<file path="src/rtl/disp_scan_pkg.sv">
// Shared definitions for the 4-digit multiplexed display scanner.
// Holds the scan FSM state encoding, the digit count, the all-off drive
// levels for the active-low segment and anode outputs, and the width of
// the slot/blank cycle counter.
package disp_scan_pkg;

  typedef enum logic [1:0] {
    ST_IDLE  = 2'd0,
    ST_BLANK = 2'd1,
    ST_SHOW  = 2'd2
  } state_t;

  localparam int          N_DIG   = 4;
  localparam logic [7:0]  SEG_OFF = 8'hFF;
  localparam logic [3:0]  AN_OFF  = 4'hF;

  // Wide enough for a load value of DIV-1 with DIV up to 2^20.
  localparam int          CNT_W   = 20;

endpackage

</file>
<file path="src/rtl/disp_scan_tick.sv">
// Slot/blank cycle counter for disp_scan.
// Ports:
//   clk      system clock
//   rst_n    synchronous active-low reset
//   restart  load the counter with 'load' on this edge
//   load     cycles-minus-one to count before done
//   done     high while the counter has reached zero
// After a restart with value N-1, done is high in the Nth cycle, so a
// state that restarts on entry and leaves on done lasts exactly N cycles.
module disp_tick
  import disp_scan_pkg::*;
#(
  parameter int W = CNT_W
) (
  input  logic         clk,
  input  logic         rst_n,
  input  logic         restart,
  input  logic [W-1:0] load,
  output logic         done
);

  logic [W-1:0] cnt_q;

  always_ff @(posedge clk) begin
    if (!rst_n) begin
      cnt_q <= '0;
    end else if (restart) begin
      cnt_q <= load;
    end else if (cnt_q != '0) begin
      cnt_q <= cnt_q - 1'b1;
    end
  end

  assign done = (cnt_q == '0);

endmodule

</file>
<file path="src/rtl/disp_scan.sv">
// Four-digit multiplexed 7-segment display scanner.
// Writes land in a shadow bank; the visible (active) bank is refreshed from
// shadow at the end of every full frame (the commit cycle) and continuously
// while the display is idle, so a digit never changes in the middle of a frame.
// Ports:
//   clk        system clock
//   rst_n      synchronous active-low reset
//   en         display enable
//   wr_valid   write request
//   wr_ready   write accept (low in the commit cycle and during reset)
//   wr_addr    target digit 0..3
//   wr_data    segment pattern, 1 = lit, bit7 = dp
//   seg        segment drive, active-low (registered)
//   an         digit anodes, active-low (registered)
//   digit_sel  index of the digit currently scanned (registered)
module disp_scan
  import disp_scan_pkg::*;
#(
  parameter int DIV       = 50000,
  parameter int BLANK_CYC = 2
) (
  input  logic       clk,
  input  logic       rst_n,
  input  logic       en,
  input  logic       wr_valid,
  output logic       wr_ready,
  input  logic [1:0] wr_addr,
  input  logic [7:0] wr_data,
  output logic [7:0] seg,
  output logic [3:0] an,
  output logic [1:0] digit_sel
);

  localparam logic [CNT_W-1:0] SHOW_LOAD  = CNT_W'(DIV - 1);
  localparam logic [CNT_W-1:0] BLANK_LOAD = CNT_W'(BLANK_CYC - 1);

  state_t                       state_q, state_n;
  logic [1:0]                   dsel_q, dsel_n;
  logic                         ready_q;
  logic [N_DIG-1:0][7:0]        shadow_q;
  logic [N_DIG-1:0][7:0]        active_q;
  logic [7:0]                   seg_q, seg_n;
  logic [3:0]                   an_q, an_n;

  logic                         done;
  logic                         restart;
  logic [CNT_W-1:0]             load;
  logic                         commit;
  logic                         wr_fire;

  disp_tick #(.W(CNT_W)) u_tick (
    .clk     (clk),
    .rst_n   (rst_n),
    .restart (restart),
    .load    (load),
    .done    (done)
  );

  // Last cycle of digit 3 with the display still enabled: frame boundary.
  assign commit   = en && (state_q == ST_SHOW) && done && (dsel_q == 2'd3);
  assign wr_ready = ready_q && !commit;
  assign wr_fire  = wr_valid && wr_ready;

  // State register, digit index and registered outputs.
  always_ff @(posedge clk) begin
    if (!rst_n) begin
      state_q <= ST_IDLE;
      dsel_q  <= 2'd0;
      ready_q <= 1'b0;
      seg_q   <= SEG_OFF;
      an_q    <= AN_OFF;
    end else begin
      state_q <= state_n;
      dsel_q  <= dsel_n;
      ready_q <= 1'b1;
      seg_q   <= seg_n;
      an_q    <= an_n;
    end
  end

  // Shadow and active digit banks.
  always_ff @(posedge clk) begin
    if (!rst_n) begin
      shadow_q <= '0;
      active_q <= '0;
    end else begin
      if (wr_fire) begin
        shadow_q[wr_addr] <= wr_data;
      end
      // The stalled write never races the commit: it lands one cycle later.
      if (commit || (state_q == ST_IDLE)) begin
        active_q <= shadow_q;
      end
    end
  end

  // Next-state logic; dropping en overrides every other transition.
  always_comb begin
    state_n = state_q;
    case (state_q)
      ST_IDLE:  if (en)   state_n = ST_BLANK;
      ST_BLANK: if (done) state_n = ST_SHOW;
      ST_SHOW:  if (done) state_n = ST_BLANK;
      default:            state_n = ST_IDLE;
    endcase
    if (!en) begin
      state_n = ST_IDLE;
    end
  end

  // Digit index and counter control follow the chosen transition.
  always_comb begin
    dsel_n = dsel_q;
    if (state_n == ST_IDLE) begin
      dsel_n = 2'd0;
    end else if ((state_q == ST_SHOW) && (state_n == ST_BLANK)) begin
      dsel_n = dsel_q + 2'd1;
    end

    // Restart on every state entry; holding restart in IDLE keeps it cleared.
    restart = (state_n != state_q) || (state_q == ST_IDLE);
    case (state_n)
      ST_SHOW:  load = SHOW_LOAD;
      ST_BLANK: load = BLANK_LOAD;
      default:  load = '0;
    endcase
  end

  // Output decode from the upcoming state so seg/an are pure registers.
  always_comb begin
    seg_n = SEG_OFF;
    an_n  = AN_OFF;
    if (state_n == ST_SHOW) begin
      an_n  = ~(4'b0001 << dsel_n);
      seg_n = ~active_q[dsel_n];
    end
  end

  assign seg       = seg_q;
  assign an        = an_q;
  assign digit_sel = dsel_q;

endmodule
</file>
<file path="config.mk">
export PLATFORM = sky130hd
export DESIGN_NAME = disp_scan
export DESIGN_NICKNAME = d
export VERILOG_FILES = /design/src/rtl/disp_scan_pkg.sv /design/src/rtl/disp_scan_tick.sv /design/src/rtl/disp_scan.sv
export SDC_FILE = /design/constraint.sdc
export NUM_CORES = 1
export LEC_CHECK = 0
export ABC_AREA = 1
export BUFFER_PORTS_ARGS = -buffer_cell sky130_fd_sc_hd__buf_2
export CORE_UTILIZATION = 25
export CTS_CLUSTER_SIZE = 28
export DETAILED_ROUTE_END_ITERATION = 7
export GPL_TIMING_DRIVEN = 0
export PLACE_DENSITY = 0.45
export SYNTH_ARGS = -nofsm -noshare
export SYNTH_HDL_FRONTEND = slang
export SYNTH_SLANG_ARGS = --single-unit
export TNS_END_PERCENT = 30
</file>
<file path="constraint.sdc">
create_clock -name clk -period 4.2 [get_ports clk]
set_input_delay 0.21 -clock clk [delete_from_list [all_inputs] [get_ports clk]]
set_output_delay 0.21 -clock clk [all_outputs]
set_load 0.02 [all_outputs]
</file>
Word level (Yosys, flattened, before mapping)
Index checks and enable logic that the tools add are counted.
Storage, ports and cells
  input bits: 14
  register bits: 101
  output and inout port bits: 15
  word-level logic and storage cells: 59
Operators by class
  $add $sub $neg: 2
  shifts and indexed selects: 1
  bitwise operators: 2
  mux-type cells: 15
  $lt $le $gt $ge: 3
  reduce and logical (&&, ||, !) cells: 16
  equal/unequal tests: 6
Operators by type and width (count)
  20-bit 2-to-1 mux: 2
  32-bit bitwise mux: 1
  16-bit case mux with 2 select lines: 1
  20-bit zero test: 1
  20-bit nonzero test: 1
  20-bit by 1-bit subtractor with 20-bit output (second input constant): 1
  8-bit binary-select mux with 2-bit select: 1
  8-bit demux with 2-bit select: 1
  8-bit 2-to-1 mux: 2
  2-bit 2-to-1 mux: 5
  8-bit inverter: 1
  1-bit logical AND: 7
  2-bit equality test (second input constant): 3
  2-bit by 3-bit less-than comparator with 1-bit output (second input constant): 2
  2-bit case mux with 3 select lines: 1
  2-bit by 1-bit equality test with 1-bit output (second input constant): 2
  2-bit zero test: 2
  4-bit inverter: 1
  1-bit by 2-bit << shifter with 4-bit output (first input constant): 1
  2-bit by 1-bit adder with 2-bit output (second input constant): 1
  2-bit by 1-bit >= comparator with 1-bit output (second input constant): 1
  1-bit logical OR: 2
  2-bit inequality test: 1
  2-bit AND reduction: 1
  3 further kinds: 3

Depth between registers and ports, before layout
  word-level depth: 11
  gate-level depth with buffers: 18
  gate-level depth less buffers: 17

Hierarchy
From an unflattened synthesis, not the netlist that was laid out.
Second synthesis, totals
  cell total of the unflattened synthesis: 689
  area, all modules: 4698.3 µm²
By module, submodules not included
  disp_scan: instances 1, area each 3434.5 µm², seq. area each 1621.6 µm², cells each 496
  disp_tick: instances 1, area each 1263.7 µm², seq. area each 400.4 µm², cells each 193

Worst setup path before layout
Ideal clock, no wire load.
  kind: register to register
  from: register u_tick.cnt_q[0]
  to: register seg_q[1], in the netlist seg[1]
  period minus slack after synthesis: 2.480 ns
  cell stages (with the launch flop): 15
  path buffers: 1
  slack: 1.720 ns
  data arrival time: 2.398 ns
  library setup time: 0.082 ns
  required time: 4.118 ns
  cell sequence: dfxtp_1 -> inv_1 -> ha_1 -> nand2_2 -> nor2_4 -> nand3_1 -> o21ai_0 -> ha_1 -> nand3_1 -> nand2_1 -> nand3_1 -> clkbuf_1 -> nor2_1 -> nand2_1 -> o2111ai_1
On the way
  longest elaborated chain between the ends: 11
  elaborated cells between the ends (all ways): 15
  classes of those cells: eq/ne (2); mux (8); bitwise (1); reduce/logical (4)
Ends and longest elaborated chain
  start: declaration: RTL line disp_scan_tick.sv:22  | logic [W-1:0] cnt_q;
  start signal: assignment: RTL line disp_scan_tick.sv:28  | cnt_q <= load;
  start signal: assignment: RTL line disp_scan_tick.sv:30  | cnt_q <= cnt_q - 1'b1;
  20-bit zero test *: RTL line disp_scan_tick.sv:34  | assign done = (cnt_q == '0);
  2-bit 2-to-1 mux (on tied branches): RTL line disp_scan.sv:103, disp_scan.sv:102
  2-bit case mux with 3 select lines *: RTL line disp_scan.sv:100  | case (state_q)
  2-bit 2-to-1 mux *: RTL line disp_scan.sv:106  | if (!en) begin
  2-bit by 1-bit equality test with 1-bit output: RTL line disp_scan.sv:116  | end else if ((state_q == ST_SHOW) && (state_n == ST_BLANK)) begin
  1-bit logical AND: RTL line disp_scan.sv:116
  2-bit 2-to-1 mux: RTL line disp_scan.sv:116
  2-bit 2-to-1 mux: RTL line disp_scan.sv:114  | if (state_n == ST_IDLE) begin
  8-bit binary-select mux with 2-bit select: RTL line disp_scan.sv:135  | seg_n = ~active_q[dsel_n];
  8-bit 2-to-1 mux (not written as such): RTL line disp_scan.sv:135
  8-bit inverter: RTL line disp_scan.sv:135
  end signal: assignment: RTL line disp_scan.sv:76  | seg_q <= seg_n;
  end: declaration: RTL line disp_scan.sv:42  | logic [7:0] seg_q, seg_n;
Mark *: on every way between the ends. The rest lies on a longest branch, timed or not. The select of a mux whose other input is x is not followed.
A chain may end at the register's enable or synchronous reset.

Worst setup path in the final report
  from: register u_tick.cnt_q[0]
  to: register seg_q[7], in the netlist seg[7]
The elaborated chain is that of the path after synthesis.

==> impl_results.md <==
* Status: completed
* Die width at 135.7 um
* Fillcell total at 1878
* Max IR drop VDD at 0.3091 mV
* Initial Utilization at 25.76%
* Max incr delay on CP at 0.46 ns
* Syn_area_per_cell at 7.708 um^2
* Ys Warns at 0
* Worst Setup Start Kind: flop
* Setup violations, final at 0
* Hold Fails Final Rpt at 0
* CTS buffer count at 9
* HP Start: wr_data[7]
* Crit Reg-Reg Startpoint: u_tick.cnt_q[0]
* Clock Sinks at 101
* Crit end category: flop
* CP max-delay cell: o21ai_0
* Crit path kind: reg -> reg
* Antenna diodes at 0
* Final GP Congestion at 0.7542
* GRT Util Overall at 12.52%
* Commonest non-fill, non-tap cell in the layout: nand2_1
* Post-Synthesis Cell Area at 0.004471 mm^2
* Worst endpoint data arrival time at 3.30 ns
* Number of global-route vias before repair at 3404
* Rel. slew slack at 58.93%
* Core area at 0.01736 mm^2
* Worst hold path type: in -> reg
* Initial DRT Pass Iterations at 4
* Leakage power at 2.386 nW
* Most frequent cells in the layout: nand2_1, nor2_1, dfxtp_1
* DR vias/cell at 4.153
* Wire length per cell at 12.30 um
* Full die area at 0.01842 mm^2
* Final std cells w/o fill at 850
* # nets final at 640
* Synth-to-layout area growth at 17.24%
* CP Cell Sequence: inv_1, ha_1, nand2_2, nor2_4, nand3_1, o21ai_0, ha_1, nand4_1, nand3_1, clkbuf_1, nor2_1, nand2_1, o2111ai_1
* Die Y at 135.7 um
* Synthesized Nets at 600
* Seq/Total Area, Yosys at 45.23%
* Share of post-route cells with drive strength above 1 at 16.48%
* CTS Buffer Depth at 2
* CP max FO at 10
* Grt total ovfl at 0
* RSZ-0062 raised after global routing: false
* Root Driver: clkbuf_16
* CTS tree: done
* Netlist cell types at 30
* Power per Cell Area at 652.7 mW/mm^2
* Post-synthesis register bit count at 101
* Setup_tns at 0 ns
* I/O pins at 29
* Largest net degree at the start of global routing at 20
* Post-layout min period at 3.096 ns
* Worst-Margin Slew at 0.6160 ns
* Postcts setup bufs at 0
* First-pass GRT wire length at 17.57 mm
* Crit share post-route at 73.72%
* Post-route antenna net violation count at 0
* Routed via count at 3530
* H-Tree Depth at 3
* Top post-synthesis cells by area: dfxtp_1, nand2_1, nor2_1
* Dpl cells at 833
* Worst-path clk slew at 0.08 ns
* HPWL after detailed placement at 7.886 mm
* Largest area contributor in the netlist: dfxtp_1
* Crit path from: u_tick.cnt_q[0]
* 1st-iter DRT viols at 187
* Worst-Skew Late Latency at 0.36 ns
* Post-Route WL at 10.46 mm
* Gate Count Post-Synth at 580
* Max Freq at 323.0 MHz
* Clk_skew at 0.01633 ns
* Port buffer count at 28
* Row cnt at 48
* DRC Markers at 0
* Initial antenna violation count at 0
* Max cap viols at 0
* Worst EP required at 4.40 ns
* Slew Viols, Final at 0
* Top-area cell type share of the netlist area at 45.23%
-- timing repair --
action	in CTS	in global routing
hold buffers	1	0
endpoints found under the hold margin	1	0
resized for setup	0	0
-- power breakdown --
group          total (mW)  switching (mW)  internal [mW]
clock               0.936           0.399          0.537
sequential           1.19          0.0887           1.10
combinational        1.29           0.803          0.490
total                3.42            1.29           2.13
-- kinds of logic (layout without fill, tap and decap cells) --
group / after synthesis / count (layout) / share of synthesized area [%]
simple gates: 271 / 271 / 26.53
flops: 101 / 101 / 45.23
buf+inv: 94 / 139 / 10.02
compound gates: 93 / 93 / 13.60
xor+xnor: 15 / 15 / 2.939
fa+ha+maj: 6 / 6 / 1.679
-- metal layers --
metal	vias to the layer above	global-route usage, %	share of wire, %
li1	1883	-	-
met1	1598	17.37	51
met2	44	18.57	44
met3	5	3.442	3.3
met4	0	3.995	1.3
met5	-	0	0
-- flip-flops by register name (all words and copies together) (netlist names) --
name,flops
digit_sel,2
u_tick.cnt_q,20
active_q,32
ready_q,1
state_q,2
an,4
seg,8
shadow_q,32
-- final timing paths --
| path | to | slack [ns] | depth (start not counted) |
|---|---|---|---|
| hold reg to reg | u_tick.cnt_q[0] | 0.44 | 1 |
| setup reg to reg | seg[7] | 1.10 | 13 |
| hold / removal | shadow_q[23] | 0.16 | 3 |
| setup / recovery | seg[7] | 1.10 | 13 |
-- final cells by class --
class                   instances  area, um^2  share of cell area [%]
clock inverters                 7       113.9                   2.172
multi-input cells             385        2001                   38.17
inverters                      71       266.5                   5.085
flip-flops and latches        101        2022                   38.58
repair buffers                 29       150.1                   2.865
well taps                     225       281.5                   5.371
plain buffers                  23       181.4                   3.461
clock buffers                   9       225.2                   4.297
-- synth_stat cells --
cell type	count
buf_4	1
nand4_4	5
xnor2_1	5
nor3_1	3
buf_12	1
xor2_1	10
o21ai_1	22
nand3b_1	1
o21ai_0	24
o21ai_2	6
and2_1	1
nand2_2	2
o2111ai_1	4
nor2_4	2
nand2_1	128
a21oi_1	9
nand3_1	14
or2_2	1
nand4_1	3
buf_1	4
nand2_8	1
clkbuf_1	8
dfxtp_1	101
buf_6	7
buf_8	2
ha_1	6
a21oi_2	28
nor2_1	107
inv_1	71
nor2_2	3
-- worst max-delay path, delay by kind of cell (launching register included) --
family	cells	cell delay (ns)
and+or+nand+nor	7	1.04
AOI/OAI and AO/OA	2	0.60
buffers and inverters	2	0.51
adders and majority gates	2	0.48
DFF	1	0.31
-- through the flow --
step	instance area [um^2]	hold WS (ns)	utilization (%)	power (mW)	setup slack [ns]
2_1_floorplan	4471	0.2377	-	2.252	1.720
3_5_place_dp	4892	0.3458	28.19	2.514	1.106
6_report	5241	0.1594	30.20	3.421	1.104
3_3_place_gp	4892	0.3417	28.19	2.500	1.133
5_1_grt	5241	0.1571	30.20	3.702	0.6918
4_1_cts	5241	0.1487	30.20	3.471	1.095
(Power assumes the default switching activity.)
